File: src/rtl/wb_sram_pkg.sv
// wb_sram_pkg: shared FSM encoding and window decode for wb_sram_resp
package wb_sram_pkg;
  localparam int WCNT_W = 4;
  typedef enum logic [2:0] {ST_IDLE, ST_ACCESS, ST_RDCAP, ST_WAIT, ST_RESP, ST_ERR} state_t;
  function automatic logic win_hit(input logic [31:0] adr, input logic [31:0] base, input logic [3:0] sel, input int aw);
    return (((adr ^ base) >> (aw + 2)) == 32'd0) && (sel != 4'd0);
  endfunction
endpackage

File: src/rtl/wb_sram_resp.sv
// wb_sram_resp: Wishbone responder terminating on a 1-cycle-latency single-port SRAM
module wb_sram_resp
  import wb_sram_pkg::*;
#(
  parameter int          AW        = 9,
  parameter logic [31:0] BASE_ADDR = 32'h0000_0000,
  parameter int          WAIT_CYC  = 0
) (
  input  logic          wb_clk,
  input  logic          wb_rst_n,
  input  logic          wbs_stb_i,
  input  logic          wbs_we_i,
  input  logic [31:0]   wbs_adr_i,
  input  logic [31:0]   wbs_dat_i,
  input  logic [3:0]    wbs_sel_i,
  output logic [31:0]   wbs_dat_o,
  output logic          wbs_ack_o,
  output logic          wbs_err_o,
  output logic          sram_csb_o,
  output logic          sram_web_o,
  output logic [3:0]    sram_wmask_o,
  output logic [AW-1:0] sram_addr_o,
  output logic [31:0]   sram_din_o,
  input  logic [31:0]   sram_dout_i
);
  localparam logic [WCNT_W-1:0] WLOAD = WCNT_W'(WAIT_CYC > 0 ? WAIT_CYC - 1 : 0);
  localparam logic NO_WAIT = WAIT_CYC == 0;
  state_t state;
  logic [WCNT_W-1:0] wcnt;
  logic hit;
  assign hit = win_hit(wbs_adr_i, BASE_ADDR, wbs_sel_i, AW);
  // one SRAM access per transaction; ack/err pulse on entry to RESP/ERR, stb loss aborts silently
  always_ff @(posedge wb_clk or negedge wb_rst_n) begin
    if (!wb_rst_n) begin
      state        <= ST_IDLE;
      wcnt         <= '0;
      wbs_ack_o    <= 1'b0;
      wbs_err_o    <= 1'b0;
      wbs_dat_o    <= '0;
      sram_csb_o   <= 1'b1;
      sram_web_o   <= 1'b1;
      sram_wmask_o <= '0;
      sram_addr_o  <= '0;
      sram_din_o   <= '0;
    end else begin
      wbs_ack_o  <= 1'b0;
      wbs_err_o  <= 1'b0;
      sram_csb_o <= 1'b1;
      sram_web_o <= 1'b1;
      case (state)
        ST_IDLE: if (wbs_stb_i) begin
          if (!hit) begin
            state     <= ST_ERR;
            wbs_err_o <= 1'b1;
            wbs_dat_o <= '0;
          end else begin
            state        <= ST_ACCESS;
            sram_csb_o   <= 1'b0;
            sram_web_o   <= !wbs_we_i;
            sram_wmask_o <= wbs_we_i ? wbs_sel_i : 4'h0;
            sram_addr_o  <= wbs_adr_i[AW+1:2];
            sram_din_o   <= wbs_dat_i;
          end
        end
        ST_ACCESS: begin
          if (!wbs_stb_i) state <= ST_IDLE;
          else if (!sram_web_o) begin
            state     <= NO_WAIT ? ST_RESP : ST_WAIT;
            wbs_ack_o <= NO_WAIT;
            wcnt      <= WLOAD;
          end else state <= ST_RDCAP;
        end
        ST_RDCAP: begin
          wbs_dat_o <= sram_dout_i;
          if (!wbs_stb_i) state <= ST_IDLE;
          else begin
            state     <= NO_WAIT ? ST_RESP : ST_WAIT;
            wbs_ack_o <= NO_WAIT;
            wcnt      <= WLOAD;
          end
        end
        ST_WAIT: begin
          if (!wbs_stb_i) state <= ST_IDLE;
          else if (wcnt == '0) begin
            state     <= ST_RESP;
            wbs_ack_o <= 1'b1;
          end else wcnt <= wcnt - 1'b1;
        end
        default: state <= ST_IDLE;
      endcase
    end
  end
endmodule

File: config.mk
export PLATFORM = sky130hd
export DESIGN_NAME = wb_sram_resp
export DESIGN_NICKNAME = d
export VERILOG_FILES = /design/src/rtl/wb_sram_pkg.sv /design/src/rtl/wb_sram_resp.sv
export SDC_FILE = /design/constraint.sdc
export NUM_CORES = 1
export LEC_CHECK = 0
export BUFFER_PORTS_ARGS = -buffer_cell sky130_fd_sc_hd__buf_2
export CORE_MARGIN = 4
export CORE_UTILIZATION = 45
export CTS_BUF_LIST = sky130_fd_sc_hd__clkbuf_16
export CTS_CLUSTER_SIZE = 24
export DETAILED_ROUTE_END_ITERATION = 8
export PLACE_DENSITY_LB_ADDON = 0.12
export SLEW_MARGIN = 5
export SYNTH_ARGS = -nofsm -noshare
export SYNTH_HDL_FRONTEND = slang
export SYNTH_SLANG_ARGS = --single-unit
export TNS_END_PERCENT = 20
File: constraint.sdc
create_clock -name wb_clk -period 2.7 [get_ports wb_clk]
set_clock_uncertainty 0.15 [all_clocks]
set_input_delay 0.405 -clock wb_clk [delete_from_list [all_inputs] [get_ports wb_clk]]
set_output_delay 0.405 -clock wb_clk [all_outputs]
set_load 0.005 [all_outputs]
==> results.ini, run 1 <==
[critical_path]
reg2reg_from = state[2]
worstPathMaxFanout = 47
critPathLaunchType = flip-flop
rrSetupSlack_ns = 0.57
crit_slowest_cell = dfrtp_1
path_class = flip-flop to flip-flop
r2r_end = sram_din_o[2]
critPathMaxStageDelay_ns = 0.39
crit_arrival_ns = 2.19
cp-end-kind = flip-flop
crit_required_ns = 2.76
crit_chain = nand2b_1 > or3_4 > nor3_4 > buf_12 > mux2_2
ff2ff_path_depth = 5

[detailed_routing]
drtPass1Iterations = 4
drcViolationCount = 0
wl_per_cell_um = 15.8
totalWireLength_mm = 8.94
ant_nets = 0
vias_per_cell = 5.16
vias = 2915
dr.first_iter.drc_count = 115

[sta]
rsz0062_at_grt = no
period_minus_slack_ns = 2.13
max_slew_margin_pct = 54.8
period_share_pct = 78.9
hold_ws_ns = 0.127
finalHoldViolCount = 0
setup_tns_ns = 0
final-setup-viol-count = 0
worstMarginPinSlew_ns = 0.678
clock.fmax_mhz = 470
slew_viol_final = 0
fin_ws_ns = 0.571

[placement]
portBuffers = 182
dpl-instance-area_mm2 = 0.00482
gp_congestion = 0.744
post-place-ws_ns = 0.312
dp.cells = 548
dp_hpwl_mm = 6.40

[pwr]
leakage_nw = 2.81
power_density_mw_per_mm2 = 722
pwr-share-clk_pct = 31.9
power_switching_share_pct = 26.0
switchingPower_mw = 0.962
power_frac_comb_pct = 21.8
internal-power_mw = 2.73
ir_drop_mv = 0.502
seqPwrFrac_pct = 46.3
power_mw = 3.70

[logic_synthesis]
synth_cell_types = 43
synthArstFlopShare_pct = 100
ys_seq_area_share_pct = 57.5
ys.flop_type = dfrtp_1
synth_fa_ha_area_share_pct = 0.326
synth-xor-area-share_pct = 0
syn_avg_cell_area_um2 = 14.0
synthSimpleGateAreaFrac_pct = 5.71
synth-seq-cells = 88
synthMuxAreaShare_pct = 15.4
synth_nets = 378
syn_area_mm2 = 0.00383
synth_edf_count = 0
synth_top_family_by_area = compound AO/OA/AOI/OAI gates
synthCells = 273
synth_top_area_share_pct = 56.2
synth.area.top_cells = dfrtp_1, mux2_4, a22o_1, a31o_2, mux2_2
synth_compound_area_share_pct = 16.8
ys_warn_count = 0
yosysTopAreaCell = dfrtp_1

[cells_and_area]
area_delta_synth_final_pct = 33.7
fin_area_mm2 = 0.00512
diodes = 0
stdcell_count = 565
drive_gt1_share_pct = 61.5
nets = 560
nFillCells = 702
fin_util_pct = 62.0

[grt]
overflow = 0
grt_pass1_vias = 2959
grt_pass1_wl_mm = 14.3
grt_max_degree = 62
antenna_found_initial = 0
grt_usage_pct = 17.8

[job]
maxCapViolCount = 0

[cts]
tritoncts = done
cts_resized = 0
cts_num_sinks = 88
root_buffer = clkbuf_16
cts_buffer_depth = 2
htreeDepth = 3
clock_latency_ns = 0.32
postCtsSetupBuffers = 0
cts_buffers = 9
clkTransAtPathRegs_ns = 0.06

[status]
status = finished, final reports clean

[die]
rows = 33
die_w_um = 100
dieArea_mm2 = 0.0101
die_h_um = 100
io_pins = 185
fp.coreArea_mm2 = 0.00826
start_util_pct = 46.4

[worst_hold_path]
min_to = sram_web_o
hp-start = wbs_we_i
hold_path.class = input pin to flip-flop
whs_path_depth = 2

-- routing by layer --
| metal | global-route usage, % | vias up | part of all wire (%) |
|---|---|---|---|
| met4 | 5.60 | 0 | 1.2 |
| met2 | 30.1 | 116 | 50 |
| met1 | 21.3 | 1397 | 41 |
| met3 | 6.18 | 10 | 8.5 |
| met5 | 0 | - | 0 |
| li1 | - | 1392 | - |
-- cell families after synthesis --
logic type | count (synthesis)
flops | 88
compound gates | 77
mux | 45
simple gates | 36
buf+inv | 26
fa+ha+maj | 1
-- how the worst max path moves through the flow --
stage | startpoint | to | slack (ns) | depth (start not counted)
after floorplan | wbs_adr_i[11] | sram_addr_o[5] | 0.70 | 6
after global placement | wbs_adr_i[12] | sram_din_o[7] | 0.33 | 6
after detailed placement | wbs_adr_i[12] | sram_din_o[1] | 0.31 | 6
after CTS | state[2] | sram_din_o[2] | 0.56 | 5
after global routing | state[2] | sram_din_o[1] | 0.50 | 5
final | state[2] | sram_din_o[2] | 0.57 | 5
-- cells in the mapped netlist, drive strengths merged (2+ instances only) --
cell type	count
a21oi	3
inv	7
nor2b	2
o21ai	3
clkbuf	7
a31o	31
mux2	41
nand4	2
buf	11
dfstp	2
nor4	5
dfrtp	86
nor3b	3
a22o	31
nand2	8
mux2i	4
nor2	7
nor3	2
-- sequential cells by signal, indices dropped and copies added (netlist names) --
name and count:
wbs_dat_o 32, sram_addr_o 9, wcnt 4, state 3
sram_wmask_o 4, sram_csb_o 1, wbs_err_o 1, wbs_ack_o 1
sram_web_o 1, sram_din_o 32
-- cell usage in the layout, fill, tap and decap left out, drive strengths merged, types with 3 or more instances in the layout --
cell,count
inv,8
nor4,5
a22o,31
nor2,7
mux2i,4
o21ai,3
a31o,31
mux2,41
a21oi,3
dfrtp,86
nor3b,3
buf,188
nand2,8
clkinv,6
clkbuf,9
-- layout make-up --
type | instances | area (um^2) | area share, %
Clock inverter | 7 | 63.8 | 1.25
Sequential cell | 88 | 2200 | 43.0
Tap cell | 105 | 131 | 2.56
Clock buffer | 9 | 225 | 4.40
Multi-Input combinational cell | 159 | 1470 | 28.8
Timing Repair Buffer | 189 | 993 | 19.4
Inverter | 8 | 30.0 | 0.586
-- worst max-delay path, delay by kind of cell, from the launching register on --
family | cells | cell delay, ns
AND/OR/NAND/NOR | 3 | 0.75
flip-flops | 1 | 0.39
multiplexers | 1 | 0.38
buffers and inverters | 1 | 0.31
-- timing repair --
| item | 4_1_cts | 5_1_grt |
|---|---|---|
| setup endpoints to repair | 0 | 0 |
| hold buffers | 1 | 0 |
| hold endpoints to repair | 27 | 0 |
-- power by group through the flow --
stage	combinational, mW	sequential, mW	clock [mW]
finish	0.808	1.71	1.18
global route	0.897	1.74	1.28
CTS	0.825	1.71	1.22
global placement	0.808	1.72	0
floorplan	0.412	1.74	0
detailed placement	0.823	1.73	0
Power figures use the tool's default switching activity.
==> inputs of run 2 (changes only) <==
- CORE_UTILIZATION: 45 -> 42
- clock period: 2.7 -> 1.9 ns (I/O delays scaled with it)
==> results.ini, run 2 (synthesized netlist as in run 1, its figures left out) <==
[grt]
met2_usage_pct = 30.0  ; -0.12 points
grt_max_degree = 52  ; -16%
busiest_layer = met2
grt_pass1_wl_mm = 15.8  ; +11%
grt_pass1_vias = 3222  ; +8.9%
grt_usage_pct = 17.8  ; +0.050 points
overflow = 0  ; unchanged
met1_usage_pct = 22.0  ; +0.63 points
antenna_found_initial = 0  ; unchanged
use_met3_pct = 5.78  ; -0.40 points

[status]
status = finished, violations left
violations = negative setup slack

[critical_path]
crit_required_ns = 1.96  ; -0.80 ns
critPathMaxStageDelay_ns = 0.39  ; about the same
critPathLaunchType = flip-flop
rrSetupSlack_ns = -0.09  ; -0.66 ns
cp-end-kind = flip-flop
ff2ff_path_depth = 6  ; +1
worstPathMaxFanout = 12  ; -74%
crit_slowest_cell = dfrtp_1
cp.depth = 6  ; +1
crit_arrival_ns = 2.05  ; -0.14 ns
reg2reg_from = state[2]
worstSetupEndpoint = sram_din_o[30]
critPathBufInv = 2  ; +1
cp_top_family = simple AND/OR/NAND/NOR gates
r2r_end = sram_din_o[30]
path_class = flip-flop to flip-flop
startpoint = state[2]
crit_chain = nand2b_4 > or3_4 > nor3_4 > buf_12 > clkbuf_16 > mux2_4

[sta]
final-setup-viol-count = 33  ; +33
period_share_pct = 105  ; +26 points
finalHoldViolCount = 0  ; unchanged
clock.fmax_mhz = 503  ; +7.2%
setup_tns_ns = -2.00  ; -2.00 ns
fin_ws_ns = -0.0865  ; -0.657 ns
slew_viol_final = 0  ; unchanged
max_slew_margin_pct = 75.5  ; +21 points
rsz0062_at_grt = yes
worstMarginPinSlew_ns = 0.368  ; -0.310 ns
period_minus_slack_ns = 1.99  ; -0.143 ns

[cts]
cts_buffer_depth = 2  ; unchanged
tritoncts = done
clkTransAtPathRegs_ns = 0.06  ; about the same
htreeDepth = 3  ; unchanged
root_buffer = clkbuf_16
cts_num_sinks = 88  ; unchanged
clock_latency_ns = 0.33  ; about the same
cts_buffers = 9  ; unchanged

[cells_and_area]
drive_gt1_share_pct = 64.5  ; +3.0 points
nets = 588  ; +5.0%
final_cell_mix = buf_2, dfrtp_1, mux2_4
multi_input_area_mm2 = 0.00152  ; +2.9%
layout_commonest_cell = buf_2
largestRegisters = sram_din_o x32, wbs_dat_o x32, sram_addr_o x9
diodes = 0  ; unchanged
nFillCells = 731  ; +4.1%
area_delta_synth_final_pct = 43.1
seq_area_mm2 = 0.00220  ; unchanged

[placement]
dp_hpwl_mm = 6.78  ; +5.9%
portBuffers = 182  ; unchanged
post-place-ws_ns = -0.272  ; -0.583 ns
gp_congestion = 0.733  ; -1.5%

[detailed_routing]
dr.first_iter.drc_count = 98  ; -15%
wl_per_cell_um = 16.2  ; +2.1%
vias_per_cell = 5.23  ; +1.4%
vias = 3117  ; +6.9%
ant_nets = 0  ; unchanged
drtPass1Iterations = 4  ; unchanged
drcViolationCount = 0  ; unchanged
totalWireLength_mm = 9.63  ; +7.7%

[die]
fp.coreArea_mm2 = 0.00881  ; +6.6%
io_pins = 185  ; unchanged
rows = 34  ; +3.0%
start_util_pct = 43.5  ; -2.9 points
dieArea_mm2 = 0.0107  ; +6.6%
die_w_um = 104  ; +3.2%
die_h_um = 104  ; +3.2%

[worst_hold_path]
hold_path.class = input pin to flip-flop

[pwr]
power_density_mw_per_mm2 = 983  ; +36%
seqPwrFrac_pct = 45.0  ; -1.3 points
switchingPower_mw = 1.43  ; +49%
ir_drop_mv = 0.562  ; +12%
pwr-share-clk_pct = 32.3  ; +0.4 points
power_frac_comb_pct = 22.8  ; +1.0 points
internal-power_mw = 3.96  ; +45%
leakage_nw = 2.99  ; +6.4%
power_switching_share_pct = 26.6  ; +0.52 points

[job]
maxCapViolCount = 0  ; unchanged

-- run 2: cell count changes in the layout (fill, tap and decap cells not counted), moves of 2 or more --
cell	previous run	this run
clkinv_2	1	3
clkbuf_16	9	11
mux2_4	24	32
clkinv_1	3	1
buf_12	2	6
mux2_2	17	9
buf_4	5	24
-- run 2: cell type report --
type / count / share of cell area (%)
Multi-Input combinational cell: 159 / 27.6
Clock buffer: 9 / 4.11
Sequential cell: 88 / 40.2
Timing Repair Buffer: 217 / 23.7
Clock inverter: 7 / 1.30
Tap cell: 108 / 2.46
Inverter: 8 / 0.547
-- run 2: power groups by stage --
stage	Sequential (mW)	Combinational, mW	Clock [mW]
floorplan	2.47	0.588	0
global placement	2.44	1.21	0
detailed placement	2.45	1.23	0
CTS	2.43	1.24	1.80
global route	2.48	1.35	1.88
finish	2.42	1.23	1.74
-- run 2: timing repair --
item | in CTS | in global routing
pin swaps | 0 | 1
gates cloned | 0 | 2
hold buffers | 2 | 0
hold endpoints to repair | 87 | 0
gates resized for setup | 5 | 9
setup endpoints to repair | 43 | 49
buffers inserted | 1 | 4
-- run 2: metrics by stage --
| stage | power, mW | area [um^2] | hold WS, ns | instances | util, % |
|---|---|---|---|---|---|
| CTS | 5.46 | 5370 | 0.0178 | 590 | 60.9 |
| global placement | 3.65 | 5020 | -0.0216 | 571 | 57.0 |
| floorplan | 3.06 | 3840 | -0.161 | 273 | - |
| detailed placement | 3.69 | 5020 | -0.0205 | 571 | 57.0 |
| finish | 5.39 | 5490 | 0.0310 | 596 | 62.3 |
| global route | 5.71 | 5490 | 0.0242 | 596 | 62.3 |
-- run 2: worst min-delay path by stage --
stage	startpoint	end	slack, ns	cells after the start
global placement	wb_rst_n	sram_din_o[22]	-0.02	1
floorplan	wb_rst_n	sram_addr_o[0]	-0.16	0
finish	wbs_dat_i[13]	sram_din_o[13]	0.03	2
global route	wbs_dat_i[12]	sram_din_o[12]	0.02	2
detailed placement	wb_rst_n	sram_din_o[22]	-0.02	1
CTS	wbs_dat_i[13]	sram_din_o[13]	0.02	2
-- run 2: worst register-to-register path: stages (launching register included) --
cell and delay (ns):
dfrtp_1 0.39, nand2b_4 0.15, or3_4 0.36, nor3_4 0.18, buf_12 0.16, clkbuf_16 0.18, mux2_4 0.31
-- run 2: per-layer routing --
layer  vias to the layer above  share of wire, %
met5                         -                 0
met4                         0               1.2
met3                        12               8.0
met2                       131                48
met1                      1520                42
li1                       1454                 -
